`src/rtl/seq_alu.sv`:
```
// Multi-cycle ALU fed from the A/B operand registers.
// Logic/add ops finish in two cycles; MUL is a WIDTH-step shift-add with a start/done handshake.
module seq_alu #(
    parameter int WIDTH = 16,
    parameter int OPW   = 3
) (
    input  logic             clk,
    input  logic             rst,
    input  logic             start,
    input  logic [OPW-1:0]   op,
    input  logic [WIDTH-1:0] dataA,
    input  logic [WIDTH-1:0] dataB,
    output logic [WIDTH-1:0] result,
    output logic             zero,
    output logic             carry,
    output logic             busy,
    output logic             done
);

    localparam int CW = (WIDTH > 1) ? $clog2(WIDTH) : 1;

    localparam logic [OPW-1:0] OP_ADD   = OPW'(0);
    localparam logic [OPW-1:0] OP_SUB   = OPW'(1);
    localparam logic [OPW-1:0] OP_AND   = OPW'(2);
    localparam logic [OPW-1:0] OP_OR    = OPW'(3);
    localparam logic [OPW-1:0] OP_XOR   = OPW'(4);
    localparam logic [OPW-1:0] OP_NOTA  = OPW'(5);
    localparam logic [OPW-1:0] OP_MUL   = OPW'(6);
    localparam logic [OPW-1:0] OP_PASSB = OPW'(7);

    typedef enum logic [1:0] {
        IDLE,
        EXEC,
        MUL,
        DONE
    } state_t;

    state_t               state_q, state_d;
    logic [OPW-1:0]       op_q, op_d;
    logic [WIDTH-1:0]     a_q, a_d;
    logic [WIDTH-1:0]     b_q, b_d;
    logic [2*WIDTH-1:0]   mcand_q, mcand_d;
    logic [2*WIDTH-1:0]   product_q, product_d;
    logic [CW-1:0]        counter_q, counter_d;
    logic [WIDTH-1:0]     result_q, result_d;
    logic                 zero_q, zero_d;
    logic                 carry_q, carry_d;

    logic [WIDTH:0]       sum_ext;
    logic [WIDTH:0]       diff_ext;
    logic [2*WIDTH-1:0]   product_next;
    logic [WIDTH-1:0]     alu_res;
    logic                 alu_carry;

    // The MSB of the extended difference is the unsigned borrow (A < B).
    always_comb begin
        sum_ext      = {1'b0, a_q} + {1'b0, b_q};
        diff_ext     = {1'b0, a_q} - {1'b0, b_q};
        product_next = b_q[0] ? (product_q + mcand_q) : product_q;
        alu_res      = '0;
        alu_carry    = 1'b0;
        case (op_q)
            OP_ADD:   begin alu_res = sum_ext[WIDTH-1:0];  alu_carry = sum_ext[WIDTH];  end
            OP_SUB:   begin alu_res = diff_ext[WIDTH-1:0]; alu_carry = diff_ext[WIDTH]; end
            OP_AND:   alu_res = a_q & b_q;
            OP_OR:    alu_res = a_q | b_q;
            OP_XOR:   alu_res = a_q ^ b_q;
            OP_NOTA:  alu_res = ~a_q;
            OP_PASSB: alu_res = b_q;
            default:  alu_res = '0;
        endcase
    end

    always_comb begin
        state_d   = state_q;
        op_d      = op_q;
        a_d       = a_q;
        b_d       = b_q;
        mcand_d   = mcand_q;
        product_d = product_q;
        counter_d = counter_q;
        result_d  = result_q;
        zero_d    = zero_q;
        carry_d   = carry_q;
        case (state_q)
            IDLE: begin
                if (start) begin
                    op_d = op;
                    a_d  = dataA;
                    b_d  = dataB;
                    if (op == OP_MUL) begin
                        mcand_d   = {{WIDTH{1'b0}}, dataA};
                        product_d = '0;
                        counter_d = '0;
                        state_d   = MUL;
                    end else begin
                        state_d = EXEC;
                    end
                end
            end
            EXEC: begin
                result_d = alu_res;
                carry_d  = alu_carry;
                zero_d   = (alu_res == '0);
                state_d  = DONE;
            end
            MUL: begin
                // b_q doubles as the multiplier and is consumed one bit per step.
                product_d = product_next;
                mcand_d   = mcand_q << 1;
                b_d       = b_q >> 1;
                counter_d = counter_q + CW'(1);
                if (counter_q == CW'(WIDTH - 1)) begin
                    result_d = product_next[WIDTH-1:0];
                    carry_d  = |product_next[2*WIDTH-1:WIDTH];
                    zero_d   = (product_next[WIDTH-1:0] == '0);
                    state_d  = DONE;
                end
            end
            DONE: begin
                state_d = IDLE;
            end
            default: begin
                state_d = IDLE;
            end
        endcase
    end

    always_ff @(posedge clk) begin
        if (rst) begin
            state_q   <= IDLE;
            op_q      <= '0;
            a_q       <= '0;
            b_q       <= '0;
            mcand_q   <= '0;
            product_q <= '0;
            counter_q <= '0;
            result_q  <= '0;
            zero_q    <= 1'b0;
            carry_q   <= 1'b0;
        end else begin
            state_q   <= state_d;
            op_q      <= op_d;
            a_q       <= a_d;
            b_q       <= b_d;
            mcand_q   <= mcand_d;
            product_q <= product_d;
            counter_q <= counter_d;
            result_q  <= result_d;
            zero_q    <= zero_d;
            carry_q   <= carry_d;
        end
    end

    assign result = result_q;
    assign zero   = zero_q;
    assign carry  = carry_q;
    assign busy   = (state_q != IDLE);
    assign done   = (state_q == DONE);

endmodule

```
`config.mk`:
```
export PLATFORM = sky130hd
export DESIGN_NAME = seq_alu
export DESIGN_NICKNAME = d
export VERILOG_FILES = /design/src/rtl/seq_alu.sv
export SDC_FILE = /design/constraint.sdc
export NUM_CORES = 1
export LEC_CHECK = 0
export BUFFER_PORTS_ARGS = -buffer_cell sky130_fd_sc_hd__buf_2
export CAP_MARGIN = 20
export CORE_MARGIN = 3
export CORE_UTILIZATION = 30
export DETAILED_ROUTE_END_ITERATION = 6
export PLACE_DENSITY = 0.44
export SLEW_MARGIN = 20
export SYNTH_ARGS = -nofsm -noshare
export SYNTH_HDL_FRONTEND = slang
export SYNTH_SLANG_ARGS = --single-unit
```
`constraint.sdc`:
```
create_clock -name clk -period 7 [get_ports clk]
set_input_delay 0.35 -clock clk [delete_from_list [all_inputs] [get_ports clk]]
set_output_delay 0.35 -clock clk [all_outputs]
set_load 0.005 [all_outputs]
```
==> impl_metrics.csv <==
group,metric,value,unit
floorplan,core-area,31960,µm²
timing,slew_viol_final,0,
power,finalPower,0.003843,W
timing,holdWs,153.8,ps
timing,setup_viol,0,
route,wl_per_cell,18.96,µm
route,drcViolationCount,0,
synthesis,yosysTopAreaCell,"dfxtp_1",
timing,worst_pin_slew,1046,ps
timing,hold_violations,0,
placement,place.gp.congestion,0.8417,
worst_setup_path,start_kind,"flip-flop",
placement,post-place-ws,2707,ps
floorplan,dieArea,35060,µm²
worst_setup_path,critical_path_class,"reg -> reg",
power,p_leak,4.324,nW
route,drtIter0Drc,649,
clock_tree,cts_root_buf,"clkbuf_16",
timing,max_freq,231.7,MHz
clock_tree,cts_sinks,123,
cells_and_area,antenna_cells,0,
synthesis,ys_warn_count,0,
grt,grt_use_total,18.73,%
synthesis,synth_fp_nets,1446,
clock_tree,post_cts_resized,0,
grt,grt_max_degree,71,
grt,grt_pass1_wl,52870,µm
synthesis,synth_seq_cells,123,
worst_setup_path,r2r_slack,2680,ps
hold_path,hp-class,"in -> reg",
synthesis,yosys-top-cells-count,"180 x nand2_1, 123 x dfxtp_1, 119 x a21oi_1",
worst_setup_path,r2r-start,"b_q[0]$_SDFFE_PP0P_",
synthesis,synthDominantCellAreaShare,24.98,%
worst_setup_path,cp_data_arrival_time,4670,ps
worst_setup_path,r2r_end,"zero$_SDFFE_PP0P_",
floorplan,rows,65,
worst_setup_path,worstPathMaxFanout,45,
timing,period_minus_slack,4316,ps
worst_setup_path,ff2ff_path_depth,13,
synthesis,postSynthCellCount,1319,
clock_tree,cts_made_buffers,17,
synthesis,synth_cell_types,88,
synthesis,yosys-top-cells-area,"dfxtp_1 25%, ha_1 11%, nand2_1 6.9%, a21oi_1 6.0%, nor2_1 4.2%",
hold_path,hold_start,"dataA[12]",
power,peakVddDrop,0.0001873,V
synthesis,syn_area_per_cell,7.472,µm²
clock_tree,htreeDepth,4,
status,status,"finished clean",
timing,rsz0062_at_grt,"no",
synthesis,synth_top_flop_cell,"dfxtp_1",
clock_tree,clkTransAtPathRegs,70,ps
cells_and_area,syn2layout_area_growth,12.09,%
power,p_per_area,347.9,nW/µm²
grt,overflow,0,
hold_path,min_path_cells,3,
floorplan,die_height,187.3,µm
route,drtAntennaViolNets,0,
placement,port_buffers,57,
cells_and_area,fin_nets,1445,
timing,setup_tns,0,ps
timing,timing.slew.headroom,30.29,%
synthesis,synth_most_common_cell,"nand2_1",
timing,layout_setup_ws,2684,ps
hold_path,min_to,"a_q[12]$_SDFFE_PP0P_",
timing,final.period_utilization,61.66,%
route,firstDrtPassIters,5,
clock_tree,hold_buffers,0,
synthesis,synth-async-reset-ratio,0,%
floorplan,io_pins,58,
worst_setup_path,cp.required,7350,ps
clock_tree,clockBufferDepth,2,
synthesis,synth_edf_count,0,
grt,antenna_found_initial,0,
clock_tree,clk_latency,440,ps
floorplan,die_w,187.3,µm
placement,dp_hpwl,23500,µm
clock_tree,cts_setup_buffers,0,
cells_and_area,drive_gt1_share,10.74,%
route,viasPerCell,5.409,
floorplan,initial_core_util,30.84,%
synthesis,synth_area,9856,µm²
route,drt_wl_total,33480,µm
route,vias,9553,
synthesis,ys_seq_area_share,24.98,%
job,maxCapViolations,0,
grt,grt_pass1_vias,9255,
clock_tree,cts_tree,"yes",
timing,fin_skew,15.78,ps
worst_setup_path,cp-end-kind,"flip-flop",
power breakdown:
part / switching, W / leakage, nW / internal [W]
clock network: 0.000409 / 0.290 / 0.000538
registers: 0.000167 / 1.00 / 0.000810
logic: 0.00123 / 3.03 / 0.000688
total: 0.00181 / 4.32 / 0.00204
stage by stage:
| stage | cell area [µm²] | utilization [%] | cells |
|---|---|---|---|
| 5_1_grt | 11050 | 34.56 | 1766 |
| 3_5_place_dp | 10450 | 32.69 | 1734 |
| 3_3_place_gp | 10450 | 32.69 | 1734 |
| 4_1_cts | 11050 | 34.56 | 1766 |
| 2_1_floorplan | 9856 | - | 1319 |
| 6_report | 11050 | 34.56 | 1766 |
sequential cells by signal, indices dropped and copies added (netlist names):
register	count
a_q	16
b_q	16
carry	1
counter_q	4
mcand_q	32
op_q	3
product_q	32
result	16
state_q	2
zero	1
worst max path at each step:
| stage | start | slack, ps | cells past startpoint | end |
|---|---|---|---|---|
| global placement | b_q[0]$_SDFFE_PP0P_ | 2800 | 13 | zero$_SDFFE_PP0P_ |
| CTS | b_q[0]$_SDFFE_PP0P_ | 2670 | 13 | zero$_SDFFE_PP0P_ |
| finish | b_q[0]$_SDFFE_PP0P_ | 2680 | 13 | zero$_SDFFE_PP0P_ |
| floorplan | a_q[0]$_SDFFE_PP0P_ | 3930 | 14 | zero$_SDFFE_PP0P_ |
| detailed placement | b_q[0]$_SDFFE_PP0P_ | 2710 | 13 | zero$_SDFFE_PP0P_ |
| global route | b_q[0]$_SDFFE_PP0P_ | 2380 | 13 | zero$_SDFFE_PP0P_ |
worst max-delay path, cell delays in order (launching register included):
cell and delay (ps):
dfxtp_2 1010, ha_1 320, inv_1 60, fa_1 390
nor2b_1 160, o221ai_1 480, a2111oi_4 200, a2111oi_2 450
xnor2_1 160, o21ai_0 90, a221oi_1 350, nor4bb_1 260
nand3_1 110, o211ai_1 180
kinds of logic after synthesis:
family,Yosys count,synth area share [%]
muxes,47,5.484
AOI/OAI and AO/OA,390,26.25
adders and majority gates,89,11.53
buffers and inverters,151,5.929
DFF,123,24.98
and+or+nand+nor,489,23.16
xor gates and xnor gates,30,2.666
layout by cell type, fill, tap and decap left out, drive strengths merged, types with 16 or more instances in the layout:
cell type    n
nand2      180
dfxtp      123
a21oi      120
nor2       111
ha          86
o21ai       72
inv         71
nand3       68
buf         68
mux2i       36
a31oi       30
a211oi      30
nor3        27
xnor2       20
a21o        18
clkbuf      17
o211ai      16
per-layer routing:
metal  part of all wire [%]  GRT usage [%]  vias to the layer above
li1                       -              -                     4760
met1                     47          25.08                     4590
met4                    1.4          4.769                        0
met3                    3.1          2.286                       29
met5                      0              0                        -
met2                     48          31.98                      174
area by class of cell:
cell class | instances | area [µm²]
well taps | 435 | 544.3
flip-flops and latches | 123 | 2465
multi-input cells | 1045 | 6833
clock buffers | 17 | 425.4
fillers | 3430 | 20920
clock inverters | 15 | 172.7
inverters | 63 | 236.5
repair buffers | 68 | 370.4
Power figures use the tool's default switching activity.
